<file path="src/rtl/rip_mem_arbiter.sv">
// Two-port arbiter sharing one single-port memory between a data port (1) and a fetch port (2).
// Port 1 wins ties unless it has already taken STARVE_MAX back-to-back grants while port 2 waited.
//
// state  | meaning
// IDLE   | no transaction; arbitrate and latch operands when a port requests
// ACCESS | mem_req high, waiting for mem_ack
// DONE   | one-cycle completion; granted port sees busy low
`timescale 1ns/1ps
module rip_mem_arbiter #(
    parameter int DATA_WIDTH = 32,
    parameter int ADDR_WIDTH = 32,
    parameter int STARVE_MAX = 2
) (
    input  logic                  clk,
    input  logic                  rstn,
    input  logic                  we_1,
    input  logic                  re_1,
    input  logic [ADDR_WIDTH-1:0] addr_1,
    input  logic [DATA_WIDTH-1:0] din_1,
    output logic [DATA_WIDTH-1:0] dout_1,
    output logic                  busy_1,
    input  logic                  re_2,
    input  logic [ADDR_WIDTH-1:0] addr_2,
    output logic [DATA_WIDTH-1:0] dout_2,
    output logic                  busy_2,
    output logic                  mem_req,
    output logic                  mem_we,
    output logic [ADDR_WIDTH-1:0] mem_addr,
    output logic [DATA_WIDTH-1:0] mem_wdata,
    input  logic [DATA_WIDTH-1:0] mem_rdata,
    input  logic                  mem_ack
);

    localparam int CNT_W = ($clog2(STARVE_MAX + 1) < 1) ? 1 : $clog2(STARVE_MAX + 1);

    typedef enum logic [1:0] {IDLE, ACCESS, DONE} state_t;

    state_t                state, state_nxt;
    logic                  grant_q, grant_nxt;   // 0 = port 1, 1 = port 2
    logic [CNT_W-1:0]      starve_q, starve_nxt;
    logic                  wr_q;
    logic [ADDR_WIDTH-1:0] addr_q;
    logic [DATA_WIDTH-1:0] wdata_q;
    logic                  req_1, req_2, starved, pick_2, accept;

    assign req_1   = we_1 | re_1;
    assign req_2   = re_2;
    assign starved = (starve_q >= CNT_W'(STARVE_MAX));
    assign pick_2  = req_2 & (~req_1 | starved);
    assign accept  = (state == IDLE) & (req_1 | req_2);

    always_comb begin
        state_nxt  = state;
        grant_nxt  = grant_q;
        starve_nxt = starve_q;
        case (state)
            IDLE: begin
                if (req_1 | req_2) begin
                    state_nxt = ACCESS;
                    grant_nxt = pick_2;
                    // a port-1 grant with port 2 waiting implies not yet starved, so +1 saturates
                    if (pick_2)
                        starve_nxt = '0;
                    else if (req_2)
                        starve_nxt = starve_q + CNT_W'(1);
                    else
                        starve_nxt = '0;
                end
            end
            ACCESS: if (mem_ack) state_nxt = DONE;
            DONE:   state_nxt = IDLE;
            default: state_nxt = IDLE;
        endcase
    end

    always_ff @(posedge clk or negedge rstn) begin
        if (!rstn) begin
            state    <= IDLE;
            grant_q  <= 1'b0;
            starve_q <= '0;
        end else begin
            state    <= state_nxt;
            grant_q  <= grant_nxt;
            starve_q <= starve_nxt;
        end
    end

    always_ff @(posedge clk or negedge rstn) begin
        if (!rstn) begin
            wr_q    <= 1'b0;
            addr_q  <= '0;
            wdata_q <= '0;
        end else if (accept) begin
            wr_q    <= ~pick_2 & we_1;
            addr_q  <= pick_2 ? addr_2 : addr_1;
            wdata_q <= pick_2 ? '0 : din_1;
        end
    end

    always_ff @(posedge clk or negedge rstn) begin
        if (!rstn) begin
            dout_1 <= '0;
            dout_2 <= '0;
        end else if ((state == ACCESS) && mem_ack && !wr_q) begin
            if (grant_q)
                dout_2 <= mem_rdata;
            else
                dout_1 <= mem_rdata;
        end
    end

    assign mem_req   = (state == ACCESS);
    assign mem_we    = wr_q;
    assign mem_addr  = addr_q;
    assign mem_wdata = wdata_q;

    assign busy_1 = req_1 & ~((state == DONE) & ~grant_q);
    assign busy_2 = req_2 & ~((state == DONE) &  grant_q);

endmodule

</file>
<file path="config.mk">
export PLATFORM = sky130hd
export DESIGN_NAME = rip_mem_arbiter
export DESIGN_NICKNAME = d
export VERILOG_FILES = /design/src/rtl/rip_mem_arbiter.sv
export SDC_FILE = /design/constraint.sdc
export NUM_CORES = 1
export LEC_CHECK = 0
export BUFFER_PORTS_ARGS = -buffer_cell sky130_fd_sc_hd__buf_2
export CORE_ASPECT_RATIO = 0.7
export CORE_MARGIN = 2
export CORE_UTILIZATION = 30
export DETAILED_ROUTE_END_ITERATION = 8
export GPL_ROUTABILITY_DRIVEN = 0
export PLACE_DENSITY_LB_ADDON = 0.12
export SYNTH_ARGS = -nofsm -noshare
export SYNTH_HDL_FRONTEND = slang
export SYNTH_SLANG_ARGS = --single-unit
</file>
<file path="constraint.sdc">
create_clock -name clk -period 2.1 [get_ports clk]
set_input_delay 0.21 -clock clk [delete_from_list [all_inputs] [get_ports clk]]
set_output_delay 0.21 -clock clk [all_outputs]
set_load 0.01 [all_outputs]
</file>
### After elaboration in Yosys (flattened, before gate mapping)

Index checks and enable logic that the tools add are counted.

| word-level totals | value |
|---|---|
| input port bits | 134 |
| word-level logic and storage cells | 44 |
| bits in registers | 134 |
| output and inout port bits | 132 |

| cells by class | value |
|---|---|
| $add $sub $neg | 1 |
| mux-type cells | 7 |
| order comparisons | 1 |
| equal/unequal tests | 4 |
| reduce and logical (&&, ||, !) cells | 8 |
| bitwise gates (word level) | 15 |

Operators with widths:

| kind | number |
|---|---|
| 32-bit two-way mux | 2 |
| 2-bit two-way mux | 4 |
| 2-bit AND reduction | 4 |
| 1-bit bitwise AND | 7 |
| 1-bit NOT | 5 |
| 2-bit by 1-bit != test with 1-bit output, second input constant | 2 |
| 2-bit case mux with 2 select lines | 1 |
| 1-bit OR | 3 |
| 2-bit by 1-bit adder with 2-bit output, second input constant | 1 |
| 2-bit by 1-bit equality test with 1-bit output, second input constant | 1 |
| 2-bit equality test, second input constant | 1 |
| 2-bit greater-or-equal comparator, second input constant | 1 |
| 1-bit logical AND | 2 |
| 2-bit zero test | 1 |
| 1-bit zero test | 1 |

### Depth between registers and ports, before layout

| logic depth | value |
|---|---|
| word-level depth | 6 |
| gate-level depth with buffers | 7 |
| mapped depth without buffers | 5 |

### Worst setup path after synthesis

No wires, ideal clock.

| timing | value |
|---|---|
| path type | register -> register |
| start | reg state[1] |
| end | reg dout_2[10] |
| arrival | 1.462 ns |
| setup time | 0.125 ns |
| setup slack | 0.513 ns |
| required time | 1.975 ns |
| cell stages (with the launch flop) | 7 |
| period minus slack after synthesis | 1.587 ns |
| path buffers | 2 |
| path through | dfrtp_1 > inv_2 > nand3_2 > or3_1 > buf_2 > buf_6 > mux2_4 |

| between the ends | value |
|---|---|
| cells in the longest elaborated chain, start to end | 4 |

Ends and longest elaborated chain:

| item | line | RTL |
|---|---|---|
| start: declaration | 38 | `state_t state, state_nxt;` |
| start signal: assignment | 82 | `state <= state_nxt;` |
| 2-bit by 1-bit equality test with 1-bit output | 104 | `end else if ((state == ACCESS) && mem_ack && !wr_q) begin` |
| 1-bit logical AND (2 in series) | 104 |  |
| 2-bit AND reduction (no source line) | -- |  |
| end signal: assignment | 106 | `dout_2 <= mem_rdata;` |
| end: declaration | 24 | `output logic [DATA_WIDTH-1:0] dout_2,` |

Every way passes these cells.
A chain may end at the register's enable or synchronous reset.

### Worst setup path after layout

| timing | value |
|---|---|
| start | reg state[1] |
| end | reg dout_2[2] |

Same word-level chain as after synthesis.

==> impl_metrics.json <==
{
  "status": "complete, no violations",
  "drt_iter0_drc": 183,
  "synth_area_leader_cell": "dfrtp_1",
  "start_util_pct": 31.00,
  "slew_headroom_pct": 66.18,
  "io_pins": 266,
  "synth_top_area_share_pct": 62.28,
  "fin_setup_tns_ns": 0,
  "grt_pass1_vias": 4418,
  "yosys_register_bits": 134,
  "syn_nets": 548,
  "irDropWorstVdd_mv": 0.5881,
  "rrSetupSlack_ns": 0.31,
  "post-route-period-util_pct": 85.33,
  "area_growth_pct": 43.50,
  "grt_first_pass_wirelength_um": 22600,
  "max_freq_mhz": 558.1,
  "crit_chain": "inv_2 -> nand3_2 -> or3_2 -> buf_12 -> mux2_4",
  "dr.pass1.iters": 4,
  "cpMaxStageDelayCell": "dfrtp_1",
  "syn_inst": 413,
  "wl_um": 14470,
  "vias": 4310,
  "cpPeakStageDelay_ns": 0.46,
  "cts_made_buffers": 17,
  "crit_family": "simple AND/OR/NAND/NOR gates",
  "use_met1_pct": 19.24,
  "hold_path.class": "input port to flip-flop",
  "die_x_um": 164.1,
  "cts.sink_count": 134,
  "postRouteAntennaNets": 0,
  "worstPathMaxFanout": 32,
  "synth.distinct_cells": 28,
  "cp-start-kind": "flip-flop",
  "cp-end-kind": "flip-flop",
  "use_met2_pct": 24.35,
  "synth_most_common_cell": "dfrtp_1",
  "syn_area_um2": 5384,
  "critPathBufInv": 2,
  "busiest_layer": "met2",
  "antenna_found_initial": 0,
  "drc_errors": 0,
  "netlist_top_cells_count": "134 x dfrtp_1, 64 x a21oi_1, 35 x nor2_1",
  "clk_path_buf_depth": 2,
  "diodes": 0,
  "grt_setup_unrepaired": "no",
  "critical_path_class": "flip-flop to flip-flop",
  "hold_violations": 0,
  "synthTopCellsByArea": "dfrtp_1 62%, mux2_4 8.4%, mux2_2 6.9%",
  "die_area_um2": 19050,
  "cellPowerDensity_nw_per_um2": 1615,
  "postCtsHoldBufs": 13,
  "vias_per_cell": 4.605,
  "clkLatencyLatePin_ns": 0.41,
  "synth-async-reset-ratio_pct": 100.0,
  "post_cts_buffers": 0,
  "cts_resized": 0,
  "core-area_um2": 17370,
  "synth_edf_count": 0,
  "holdWs_ns": 0.02707,
  "worstMarginPinSlew_ns": 0.5073,
  "ys.flop_type": "dfrtp_1",
  "arrival_ns": 2.08,
  "nets": 827,
  "setup_viol": 0,
  "synth_seq_area_share_pct": 62.28,
  "grt_max_degree": 70,
  "fp-row-count": 40,
  "period_needed_ns": 1.792,
  "drv_slew": 0,
  "gr-usage-all-layers_pct": 15.31,
  "use_met3_pct": 5.691,
  "synth_warnings": 0,
  "cp.required_ns": 2.39,
  "wl_per_cell_um": 15.46,
  "drive_above_1_share_pct": 53.48,
  "clockRootBuffer": "clkbuf_16",
  "fin_skew_ns": 0.01047,
  "cts-htree-levels": 4,
  "power.leakage_nw": 3.974,
  "syn_avg_cell_area_um2": 13.04,
  "maxCapViolations": 0,
  "die_y_um": 116.1,
  "clk_pin_slew_ns": 0.06,
  "overflow": 0,
  "hpwl_um": 10030,
  "io_buffers": 265,
  "cts_tree": "built"
}
-- cells in the final DEF (no fill, tap or decap), types with 2 or more instances in the layout --
cell type / instances
buf_2: 264
dlygate4sd3_1: 13
inv_1: 4
inv_6: 2
dfrtp_1: 134
bufinv_16: 3
mux2_2: 33
clkbuf_16: 17
clkinvlp_4: 4
or3_2: 2
o21ai_0: 2
a22o_1: 33
nor2_1: 35
a21oi_1: 64
o31a_1: 2
mux2_4: 30
nor3_4: 2
clkinv_4: 2
buf_4: 6
nand2_1: 33
buf_12: 4
-- worst reg2reg max path: cells and delay by family (launching register included) --
kind / cells / cell delay (ns)
DFF: 1 / 0.46
muxes: 1 / 0.35
and+or+nand+nor: 2 / 0.57
buffers and inverters: 2 / 0.31
-- cell families (layout without fill, tap and decap cells) --
kind of cell,Yosys count,in the layout,synth area share [%]
mux,64,64,15.48
simple gates,76,76,5.949
fa+ha+maj,1,1,0.2324
buf+inv,33,325,3.555
compound gates,105,105,12.50
flops,134,134,62.28
-- layout make-up --
type / count / area, um2
sequential: 134 / 3353
timing repair buffer: 288 / 1588
clock buffer: 19 / 442.9
multi-input combinational: 246 / 1863
clock inverter: 13 / 171.4
tap: 231 / 289.0
inverter: 5 / 18.77
fill: 1626 / 9641
-- power breakdown --
group	internal [mW]	switching, mW
registers	3.84	0.672
clock network	1.92	1.15
logic	2.36	2.53
-- layer usage --
layer,vias up,share of wire (%)
met1,2115,43
met4,0,1.4
met3,14,8.7
li1,2018,-
met2,163,47
met5,-,0
-- state kept, by name, summed over array words and instances (netlist names) --
signal and flops:
starve_q 2, dout_2 32, mem_we 1, mem_wdata 32, grant_q 1, dout_1 32
state 2, mem_addr 32
-- stage by stage --
stage | instances | cell area, um2 | power (mW) | util, % | setup WS, ns
2_1_floorplan | 413 | 5384 | 7.486 | - | 0.5132
3_3_place_gp | 891 | 6982 | 9.399 | 40.20 | 0.3392
3_5_place_dp | 891 | 6982 | 9.497 | 40.20 | 0.3016
4_1_cts | 936 | 7726 | 12.68 | 44.49 | 0.3057
5_1_grt | 936 | 7726 | 13.37 | 44.49 | 0.2522
6_report | 936 | 7726 | 12.48 | 44.49 | 0.3081
-- path summary, 6_finish.rpt --
path | cells after the start | from | endpoint
worst max-delay path | 5 | state[1] | dout_2[2]
worst max register to register | 5 | state[1] | dout_2[2]
min in group asynchronous | 3 | rstn | mem_addr[12]
worst min register to register | 1 | mem_wdata[4] | mem_wdata[4]
worst min-delay path | 2 | din_1[30] | mem_wdata[30]
max in group asynchronous | 3 | rstn | dout_1[8]
(Power assumes the default switching activity.)
